**config.mk**
```make
export PLATFORM = sky130hd
export DESIGN_NAME = async_fifo_wr_ctrl
export DESIGN_NICKNAME = d
export VERILOG_FILES = /design/src/rtl/async_fifo_pkg.sv /design/src/rtl/gray_ptr_sync2.sv /design/src/rtl/async_fifo_wr_ctrl.sv
export SDC_FILE = /design/constraint.sdc
export NUM_CORES = 1
export LEC_CHECK = 0
export ABC_CLOCK_PERIOD_IN_PS = 9700
export CAP_MARGIN = 20
export CELL_PAD_IN_SITES_DETAIL_PLACEMENT = 2
export CELL_PAD_IN_SITES_GLOBAL_PLACEMENT = 2
export CORE_MARGIN = 2
export CORE_UTILIZATION = 25
export DETAILED_ROUTE_END_ITERATION = 7
export PLACE_DENSITY = 0.91
export SYNTH_ARGS = -nofsm -noshare
export SYNTH_HDL_FRONTEND = slang
export SYNTH_SLANG_ARGS = --single-unit
```
**constraint.sdc**
```tcl
create_clock -name CLK -period 9.7 [get_ports CLK]
set_input_delay 2.91 -clock CLK [delete_from_list [all_inputs] [get_ports CLK]]
set_output_delay 2.91 -clock CLK [all_outputs]
set_load 0.05 [all_outputs]
```
**src/rtl/async_fifo_pkg.sv**
```systemverilog
`default_nettype none
// ============================================================================
// Package     : async_fifo_pkg
// Description : Shared pointer-coding helpers and sizing functions for the
//               async FIFO read/write controllers.
// Revision    : 1.0 - initial release
// ============================================================================
package async_fifo_pkg;

  localparam int PTR_MAX_W = 32;

  typedef logic [PTR_MAX_W-1:0] ptr_word_t;

  function automatic ptr_word_t width_mask(input int width);
    ptr_word_t m;
    m = '1;
    if (width < PTR_MAX_W) begin
      m = (ptr_word_t'(1) << width) - ptr_word_t'(1);
    end
    return m;
  endfunction

  function automatic ptr_word_t bin2gray(input ptr_word_t bin, input int width);
    ptr_word_t b;
    b = bin & width_mask(width);
    return b ^ (b >> 1);
  endfunction

  // Bits above the pointer width are masked to zero, so the XOR cascade from
  // the top bit down yields the correct binary value for any width.
  function automatic ptr_word_t gray2bin(input ptr_word_t gray, input int width);
    ptr_word_t g;
    ptr_word_t b;
    g = gray & width_mask(width);
    b = '0;
    b[PTR_MAX_W-1] = g[PTR_MAX_W-1];
    for (int i = PTR_MAX_W - 2; i >= 0; i--) begin
      b[i] = b[i+1] ^ g[i];
    end
    return b;
  endfunction

  function automatic int fifo_depth(input int addr_w);
    return 1 << addr_w;
  endfunction

  function automatic int align_shift(input int wr_addr_w, input int rd_addr_w);
    return (rd_addr_w > wr_addr_w) ? (rd_addr_w - wr_addr_w) : (wr_addr_w - rd_addr_w);
  endfunction

endpackage

`default_nettype wire

```
**src/rtl/gray_ptr_sync2.sv**
```systemverilog
`default_nettype none
// ============================================================================
// Module      : gray_ptr_sync2
// Description : Two-flop synchroniser for a Gray-coded pointer crossing into
//               the local clock domain.
// Revision    : 1.0 - initial release
// ============================================================================
module gray_ptr_sync2 #(
  parameter int WIDTH = 8
) (
  input  logic             CLK,
  input  logic             RST,
  input  logic [WIDTH-1:0] D,
  output logic [WIDTH-1:0] Q
);

  logic [WIDTH-1:0] r_meta;
  logic [WIDTH-1:0] r_sync;

  always_ff @(posedge CLK) begin
    if (RST) begin
      r_meta <= '0;
      r_sync <= '0;
    end else begin
      r_meta <= D;
      r_sync <= r_meta;
    end
  end

  assign Q = r_sync;

endmodule

`default_nettype wire

```
**src/rtl/async_fifo_wr_ctrl.sv**
```systemverilog
`default_nettype none
// ============================================================================
// Module      : async_fifo_wr_ctrl
// Description : Write-domain controller for the async FIFO: drives the RAM
//               write port, keeps the write pointers and generates status.
// Revision    : 1.0 - initial release
// ============================================================================
module async_fifo_wr_ctrl
  import async_fifo_pkg::*;
#(
  parameter int ADDRESS_WRITE_IN  = 5,
  parameter int ADDRESS_WRITE_OUT = 7,
  parameter int DATA_WRITE_IN     = 64,
  parameter int DATA_WRITE_OUT    = 16,
  parameter int AF_LEVEL          = 28
) (
  input  logic                         CLK,
  input  logic                         RST,
  input  logic                         WR_REQ,
  input  logic [DATA_WRITE_IN-1:0]     DIN,
  input  logic [ADDRESS_WRITE_OUT:0]   RD_PTR_GRAY,
  output logic                         WR_EN,
  output logic [ADDRESS_WRITE_IN-1:0]  ADDR_WR,
  output logic [DATA_WRITE_IN-1:0]     D,
  output logic [ADDRESS_WRITE_IN:0]    WR_PTR_GRAY,
  output logic                         FULL,
  output logic                         ALMOST_FULL,
  output logic [ADDRESS_WRITE_IN:0]    WR_COUNT,
  output logic                         OVERFLOW
);

  localparam int c_PW    = ADDRESS_WRITE_IN + 1;
  localparam int c_RW    = ADDRESS_WRITE_OUT + 1;
  localparam int c_SHIFT = align_shift(ADDRESS_WRITE_IN, ADDRESS_WRITE_OUT);
  localparam int c_DEPTH_INT = fifo_depth(ADDRESS_WRITE_IN);

  localparam logic [ADDRESS_WRITE_IN:0] c_DEPTH    = c_PW'(c_DEPTH_INT);
  localparam logic [ADDRESS_WRITE_IN:0] c_AF_LEVEL = c_PW'(AF_LEVEL);

  localparam bit c_RATIO_OK = (ADDRESS_WRITE_OUT >= ADDRESS_WRITE_IN)
                            ? (DATA_WRITE_IN  == (DATA_WRITE_OUT << c_SHIFT))
                            : (DATA_WRITE_OUT == (DATA_WRITE_IN  << c_SHIFT));

  if (!c_RATIO_OK || (AF_LEVEL < 1) || (AF_LEVEL > c_DEPTH_INT)) begin : g_param_check
    $error("async_fifo_wr_ctrl: inconsistent width ratio or AF_LEVEL out of range");
  end

  logic [ADDRESS_WRITE_IN:0]   r_wr_bin;
  logic [ADDRESS_WRITE_IN:0]   r_wr_gray;
  logic                        r_wr_en;
  logic [ADDRESS_WRITE_IN-1:0] r_addr_wr;
  logic [DATA_WRITE_IN-1:0]    r_d;
  logic                        r_full;
  logic                        r_afull;
  logic [ADDRESS_WRITE_IN:0]   r_count;
  logic                        r_overflow;

  logic                        w_accept;
  logic [ADDRESS_WRITE_IN:0]   w_wr_bin_next;
  logic [ADDRESS_WRITE_IN:0]   w_wr_gray_next;
  logic [ADDRESS_WRITE_OUT:0]  w_rd_gray_sync;
  logic [ADDRESS_WRITE_OUT:0]  w_rd_bin;
  logic [ADDRESS_WRITE_IN:0]   w_rd_al;
  logic [ADDRESS_WRITE_IN:0]   w_lvl_next;

  gray_ptr_sync2 #(
    .WIDTH (c_RW)
  ) u_rd_ptr_sync (
    .CLK (CLK),
    .RST (RST),
    .D   (RD_PTR_GRAY),
    .Q   (w_rd_gray_sync)
  );

  assign w_rd_bin = c_RW'(gray2bin(ptr_word_t'(w_rd_gray_sync), c_RW));

  // Narrower read words: dropping the low bits floors the read position, so a
  // partially consumed write word still counts as occupied.
  if (ADDRESS_WRITE_OUT > ADDRESS_WRITE_IN) begin : g_align_shr
    assign w_rd_al = c_PW'(w_rd_bin >> c_SHIFT);
  end else if (ADDRESS_WRITE_OUT < ADDRESS_WRITE_IN) begin : g_align_shl
    assign w_rd_al = c_PW'(w_rd_bin) << c_SHIFT;
  end else begin : g_align_eq
    assign w_rd_al = c_PW'(w_rd_bin);
  end

  assign w_accept       = WR_REQ & ~r_full;
  assign w_wr_bin_next  = r_wr_bin + {{ADDRESS_WRITE_IN{1'b0}}, w_accept};
  assign w_wr_gray_next = c_PW'(bin2gray(ptr_word_t'(w_wr_bin_next), c_PW));
  // Modular subtraction; the extra MSB separates full from empty across wrap.
  assign w_lvl_next     = w_wr_bin_next - w_rd_al;

  always_ff @(posedge CLK) begin
    if (RST) begin
      r_wr_bin   <= '0;
      r_wr_gray  <= '0;
      r_wr_en    <= 1'b0;
      r_addr_wr  <= '0;
      r_d        <= '0;
      r_full     <= 1'b0;
      r_afull    <= 1'b0;
      r_count    <= '0;
      r_overflow <= 1'b0;
    end else begin
      r_wr_en <= w_accept;
      if (w_accept) begin
        r_addr_wr <= r_wr_bin[ADDRESS_WRITE_IN-1:0];
        r_d       <= DIN;
      end
      r_wr_bin  <= w_wr_bin_next;
      r_wr_gray <= w_wr_gray_next;
      r_full    <= (w_lvl_next == c_DEPTH);
      r_afull   <= (w_lvl_next >= c_AF_LEVEL);
      r_count   <= w_lvl_next;
      if (WR_REQ && r_full) begin
        r_overflow <= 1'b1;
      end
    end
  end

  assign WR_EN       = r_wr_en;
  assign ADDR_WR     = r_addr_wr;
  assign D           = r_d;
  assign WR_PTR_GRAY = r_wr_gray;
  assign FULL        = r_full;
  assign ALMOST_FULL = r_afull;
  assign WR_COUNT    = r_count;
  assign OVERFLOW    = r_overflow;

endmodule

`default_nettype wire

```
; ---- Word level (Yosys, flattened, before mapping)
; Cells that the tools add are included.
[classes]
n_addsub = 2
reduce_logical = 1
bitwise = 8
eq_ne = 1
n_lt_le_gt_ge = 1
[ops]
columns = op, n
row1 = $add A6 B1 Y6, 1
row2 = $eq A6 B6 Y1 const B, 1
row3 = $ge A6 B5 Y1 const B, 1
row4 = $sub A6 B6 Y6, 1
row5 = $xor A6 B5 Y6, 1
row6 = $xor A1 B1 Y1, 5
row7 = $and A1 B1 Y1, 1
row8 = $logic_and A1 B1 Y1, 1
row9 = $not A1 Y1, 1
[totals]
output_inout_bits = 85
in_bits = 75
wordCells = 24
register_bits = 107

; ---- Depth between registers and ports, before layout
; Gate-level depths: netlist (run 1).
[logic_depth]
ltp_word = 7
ltp_mapped = 15
ltp_nobuf = 13

; ---- By module
; Synthesis (run 1) repeated with hierarchy kept, for this count alone.
[hier_totals]
hier_cells = 446
area_unflattened_um2 = 3901.2
[modules_own_cells]
columns = module, area_per_inst_um2, instances, cells_each, seq_area_each_um2
row1 = async_fifo_wr_ctrl, 3437.0, 1, 413, 1801.7
row2 = gray_ptr_sync2, 464.2, 1, 33, 320.3

; ---- Worst setup path before layout (run 1)
; OpenSTA, ideal clock, no wires.
[synth_path]
kind = input port to flip-flop
startpoint = input port WR_REQ
endpoint = register r_full, in the netlist FULL
path_stages = 15
arrival_ps = 5667
t_required_ps = 9583
path_slack_ps = 3916
path_cell_list = nand2b_1 > clkbuf_1 > inv_2 > clkbuf_1 > ha_1 > ha_1 > nand3_1 > xor2_1 > inv_1 > ha_1 > o31ai_1 > a211oi_2 > a2111oi_4 > xnor2_1 > and4bb_1
[synth_via]
elab_chain_cells = 4
[synth_rtl]
columns = element, line_no
row1 = "start, declared", async_fifo_wr_ctrl.sv:19  ; input logic WR_REQ,
row2 = $and A1 B1 Y1, async_fifo_wr_ctrl.sv:87  ; assign w_accept = WR_REQ & ~r_full;
row3 = net w_accept, async_fifo_wr_ctrl.sv:58  ; logic w_accept;
row4 = $add A6 B1 Y6, async_fifo_wr_ctrl.sv:88  ; assign w_wr_bin_next = r_wr_bin + {{ADDRESS_WRITE_IN{1'b0}}, w_accept};
row5 = net w_wr_bin_next[4], async_fifo_wr_ctrl.sv:59  ; logic [ADDRESS_WRITE_IN:0] w_wr_bin_next;
row6 = $sub A6 B6 Y6, async_fifo_wr_ctrl.sv:91  ; assign w_lvl_next = w_wr_bin_next - w_rd_al;
row7 = $eq A6 B6 Y1, async_fifo_wr_ctrl.sv:112  ; r_full <= (w_lvl_next == c_DEPTH);
row8 = "end signal, assigned", async_fifo_wr_ctrl.sv:112
row9 = "end, declared", async_fifo_wr_ctrl.sv:53  ; logic r_full;
; The timed path passes the listed nets, and every way through them passes these cells.
; A chain may end at the register's enable or synchronous reset.

; ---- Final worst setup path (run 1)
[layout_path]
startpoint = input port WR_REQ
endpoint = register r_full, in the netlist FULL
[layout_via]
elab_chain_cells = 4
[layout_rtl]
columns = element, line_no
row1 = $and A1 B1 Y1, async_fifo_wr_ctrl.sv:87
row2 = $add A6 B1 Y6, async_fifo_wr_ctrl.sv:88
row3 = net w_wr_bin_next[4], async_fifo_wr_ctrl.sv:59
row4 = $sub A6 B6 Y6, async_fifo_wr_ctrl.sv:91
row5 = $eq A6 B6 Y1, async_fifo_wr_ctrl.sv:112
; The timed path passes the listed nets, and every way through them passes these cells.

==> results of run 1 <==
## metrics by stage
step           hold WS [ns]  instance area (um2)  setup slack (ns)
6_report              0.441                 5720              2.54
3_3_place_gp          0.423                 5420              2.47
4_1_cts               0.442                 5690              2.50
5_1_grt               0.467                 5720              2.19
2_1_floorplan         0.414                 3720              3.92
3_5_place_dp          0.427                 5420              2.15
## critical path: cells and delay by family
kind,cells,cell delay [ns]
buffers and inverters,5,1.64
adder cells (fa/ha/maj),3,0.96
XOR/XNOR,2,0.77
AND/OR/NAND/NOR,4,0.52
AO/OA/AOI/OAI,2,0.46
## power by group
part	internal, mW	switching, mW
clock network	0.181	0.153
registers	0.450	0.0140
logic	0.114	0.186
total	0.745	0.354
## logic make-up (layout without fill, tap and decap cells)
group / count (synthesis) / count (layout) / synth area share [%]
adders and majority gates: 6 / 6 / 2.22
xor gates and xnor gates: 19 / 19 / 4.91
DFF: 102 / 102 / 54.9
and+or+nand+nor: 187 / 187 / 21.1
buffers and inverters: 34 / 181 / 3.67
AOI/OAI and AO/OA: 85 / 85 / 13.3
## routing by layer
metal,up-vias,share of wire (%),global-route usage (%)
met5,-,0,0
met4,0,2.4,6.98
met3,20,6.2,3.99
met2,107,50,27.5
met1,1679,41,17.3
li1,1671,-,-
## path summary, 6_finish.rpt
check / start / to / slack (ns) / depth (start not counted)
max: WR_REQ / FULL / 2.54 / 16
min: u_rd_ptr_sync.r_meta[4] / u_rd_ptr_sync.Q[4] / 0.44 / 1
min reg2reg: u_rd_ptr_sync.r_meta[4] / u_rd_ptr_sync.Q[4] / 0.44 / 1
max reg2reg: FULL / FULL / 5.18 / 15
## state kept, by name, summed over array words and instances, names as in the netlist, 5 cells and up
register / count
ADDR_WR: 5
D: 64
WR_COUNT: 6
WR_PTR_GRAY: 6
r_wr_bin: 5
u_rd_ptr_sync.Q: 6
u_rd_ptr_sync.r_meta: 6
## layout by cell type (no fill, tap or decap), types with 2 or more instances in the layout
master / netlist / layout
a21oi_1: 72 / 72
buf_4: 2 / 3
clkbuf_1: 26 / 3
clkbuf_16: 0 / 9
clkdlybuf4s50_1: 0 / 156
clkinvlp_4: 0 / 2
dfxtp_1: 102 / 102
ha_1: 5 / 5
inv_1: 4 / 4
nand2_1: 140 / 140
nand2b_1: 4 / 3
nand3_1: 3 / 3
nor2_1: 18 / 18
nor2b_1: 16 / 16
xnor2_1: 11 / 11
xor2_1: 7 / 7
## layout make-up
type                            instances  area (um2)  area share, %
Inverter                                5        18.8          0.328
Sequential cell                       102        2040           35.7
Clock inverter                          3        20.0          0.350
Tap cell                              184         230           4.03
Clock buffer                           13         250           4.38
Timing Repair Buffer                  160        1610           28.2
Multi-Input combinational cell        297        1540           27.0
==> metrics.txt, run 1 <==
Vias 3477; 1st-iter DRT viols 90; vias in the first global route 3876; GRT Util Overall 15.5%; Fillers 1593; final wirelength 12300 um; DRT Pass-1 Iters 4; ys flop type dfxtp_1; Max Clock Skew 0.00616 ns; CP Cell Sequence clkdlybuf4s50_1 -> nand2b_2 -> buf_4 -> inv_2 -> buf_4 -> ha_1 -> ha_1 -> nand3_1 -> xor2_1 -> inv_1 -> ha_1 -> nand2_1 -> a211oi_1 -> a2111oi_4 -> xnor2_1 -> and4bb_1; Die Wd 126 um; unique cell type count in the Yosys netlist 36; setup bufs post-CTS 0; Layout Area Growth over Synthesis 53.7%; sequential share of the synthesized area 54.9%; EDFF count, synth 0; Leakage Power 2.15 nW; DR vias/cell 4.55; final hold vios 0; crit path time final 7.16 ns; CTS tree built; Syn Area/Cell 8.59 um2; leading area contributor after synthesis dfxtp_1; FMAX 140 MHz; CP max stage cell buf_4; final cell count without fillers 764; final net count 656; Crit Path Max Fanout 71; Num CTS Buffers 9; crit-path max cell delay 0.57 ns; Resize count post-CTS 0; Syn Nets 514; Skew-Pair Late Insertion Delay 0.34 ns; antenna viol nets, final 0; worst vdd ir 0.0000659 V; setup_tns 0 ns; status finished, final reports clean; critical path's most frequent cell ha_1; Max Transition Viols Final 0; max-cap check violation count 0; PortBufs 157; # diodes 0; Remaining DRCs 0; # H-tree levels 3; Final setup viols 0; Hold Path Class flip-flop to flip-flop; Critical Path Start Type input pin; GRT overflow 0; global placement routability congestion 0.790; Max-slew headroom 28.5%; hpwl dp 8790 um; die area 15900 um2; Final Cycle Share 73.8%; Final Core Density 39.3%; Worst-Margin Slew 1.07 ns; Crit. End Element flip-flop; # hold bufs at CTS 0; placed cells 747; first-pass GRT wire length 19800 um; Wirelength per Cell 16.1 um; PD cells 192 nW/um2; pin count of the biggest net entering global routing 103; share of Yosys cell area claimed by the top area cell type 54.9%; Power, Total 1.10 mW; Yosys reg bits 102; WS Path Type input pin to flip-flop; YS warnings 0; RSZ-0062 raised after global routing false; Initial Util 25.6%; Cell Rows 44; chip height 126 um; WP data required 9.92 ns; synthesized instance count 433; CTS max path bufs 2; Post-Synthesis Cell Area 3720 um2; clock-pin slew on the worst setup and hold paths 0.06 ns; most frequent cell after synthesis nand2_1; I/O pins 160; initial antenna violation count 0; largest cells by area after synthesis dfxtp_1 (55%), nand2_1 (14%), a21oi_1 (9.7%); FFs w/ async S/R, synth 0%; TritonCTS sink count 102; Root Buffer clkbuf_16; total core area 14500 um2; Critical Path AT 7.38 ns; layout cells sized above 1 4.31%; most frequent cells after synthesis nand2_1 (140), dfxtp_1 (102), a21oi_1 (72), clkbuf_1 (26), nor2_1 (18)
Note: power is estimated with default switching activity, not from simulation.
==> inputs of run 2 (changes only) <==
ABC_CLOCK_PERIOD_IN_PS = 6420   (was 9700)
CORE_UTILIZATION = 21   (was 25)
PLACE_DENSITY = 0.83   (was 0.91)
clock period = 6.42 ns   (was 9.7 ns; I/O delays follow)
==> run 2 against run 1 <==
  * Die area grew 18%
  * Register-to-register slack lost 2.2 ns
  * Critical path depth shrank 2
  * Hold slack gained 0.0022 ns
  * Largest cell class unchanged
==> metrics.txt, run 2 (same netlist as run 1, synthesis figures left out) <==
status finished, final reports clean; crit-path max cell delay 0.50 ns; die area 18800 um2; most common cell after layout, fill and taps aside clkdlybuf4s50_1; commonest non-fill, non-tap cells in the layout clkdlybuf4s50_1 (156), nand2_1 (140), dfxtp_1 (102), a21oi_1 (72), nor2_1 (18); Final WS setup 1.56 ns; Final setup viols 0; final net count 658; critical path's most frequent cell ha_1; final hold vios 0; Num CTS Buffers 9; Critical Path Start Type input pin; Resize count post-CTS 0; Root Buffer clkbuf_16; FMAX 206 MHz; Remaining DRCs 0; final wirelength 12300 um; Leakage Power 2.16 nW; DRT Pass-1 Iters 4; global placement routability congestion 0.744; Final Cycle Share 75.6%; layout cells sized above 1 4.49%; first-pass GRT wire length 18900 um; WP data required 6.65 ns; Worst-Margin Slew 0.767 ns; worst vdd ir 0.000113 V; RSZ-0062 raised after global routing false; Crit Path Max Fanout 4; CP max stage cell clkdlybuf4s50_1; Max Clock Skew 0.00374 ns; Critical Path AT 5.09 ns; CTS tree built; pin count of the biggest net entering global routing 103; PortBufs 157; total core area 17300 um2; max-cap check violation count 0; Skew-Pair Late Insertion Delay 0.34 ns; clock-pin slew on the worst setup and hold paths 0.06 ns; Crit. End Element flip-flop; # H-tree levels 3; CP Cell Sequence clkdlybuf4s50_1 -> nand2b_2 -> inv_2 -> ha_1 -> ha_1 -> nand3_1 -> xor2_1 -> inv_1 -> ha_1 -> nand2_1 -> a211oi_1 -> a2111oi_4 -> xnor2_1 -> and4bb_1; Worst R2R Setup Slack 2.98 ns; TritonCTS sink count 102; chip height 137 um; crit path time final 4.86 ns; Power, Total 1.63 mW; PD cells 283 nW/um2; Vias 3479; Initial Util 21.5%; vias in the first global route 3755; setup_tns 0 ns; Wirelength per Cell 15.3 um; initial antenna violation count 0; crit path buf inv count 3; Final Core Density 33.3%; Hold Path Class flip-flop to flip-flop; Max-slew headroom 48.9%; delay-heaviest family, CP adder cells; CTS max path bufs 2; Cell Rows 48; GRT overflow 0; I/O pins 160; GRT Util Overall 13.0%; Die Wd 137 um; 1st-iter DRT viols 65; WS Path Type input pin to flip-flop; Max Transition Viols Final 0; # diodes 0; pre-CTS WS 1.21 ns; setup bufs post-CTS 0; antenna viol nets, final 0; Layout Area Growth over Synthesis 54.8%; # hold bufs at CTS 0; max reg flops 64; hpwl dp 8880 um; DR vias/cell 4.33
## run 2: changes by cell type in the layout (fill, tap and decap cells not counted), sizes merged
cell,previous run,this run
clkbuf,13,10
buf,4,6
clkinv,1,3
clkinvlp,2,0
## run 2: final cells by class
class | count | area [um2]
clock inverters | 3 | 15.0
clock buffers | 10 | 229
flip-flops and latches | 102 | 2040
multi-input cells | 297 | 1540
well taps | 225 | 282
fillers | 1930 | 11500
repair buffers | 162 | 1630
inverters | 5 | 18.8
## run 2: worst reg2reg max path, stage by stage, from the launching register on
cell,delay (ns)
dfxtp_1,0.34
xor3_2,0.52
xnor2_1,0.29
xor2_1,0.37
xnor2_1,0.12
ha_1,0.25
nor2b_1,0.26
nor2_1,0.12
a211oi_1,0.41
a2111oi_4,0.09
xnor2_1,0.33
and4bb_1,0.25
## run 2: worst paths after layout
kind	to	start	cells after the start
worst min-delay path	u_rd_ptr_sync.Q[4]	u_rd_ptr_sync.r_meta[4]	1
worst max-delay path	FULL	WR_REQ	14
worst min register to register	u_rd_ptr_sync.Q[4]	u_rd_ptr_sync.r_meta[4]	1
worst max register to register	FULL	u_rd_ptr_sync.Q[6]	11
## run 2: routing by layer
layer / wire (um) / vias up / global-route usage (%)
met5: 0 / - / 0
met1: 4790 / 1672 / 14.1
met2: 6300 / 110 / 23.4
met3: 865 / 20 / 3.48
li1: - / 1677 / -
met4: 323 / 0 / 5.96
## run 2: through the flow
step | hold WS (ns) | cells | instance area [um2]
2_1_floorplan | 0.414 | 433 | 3720
3_3_place_gp | 0.424 | 790 | 5490
3_5_place_dp | 0.435 | 790 | 5490
4_1_cts | 0.450 | 803 | 5730
5_1_grt | 0.467 | 804 | 5760
6_report | 0.443 | 804 | 5760
## run 2: power by group
part	internal [mW]	switching [mW]
registers	0.680	0.0219
clock network	0.254	0.220
logic	0.173	0.281
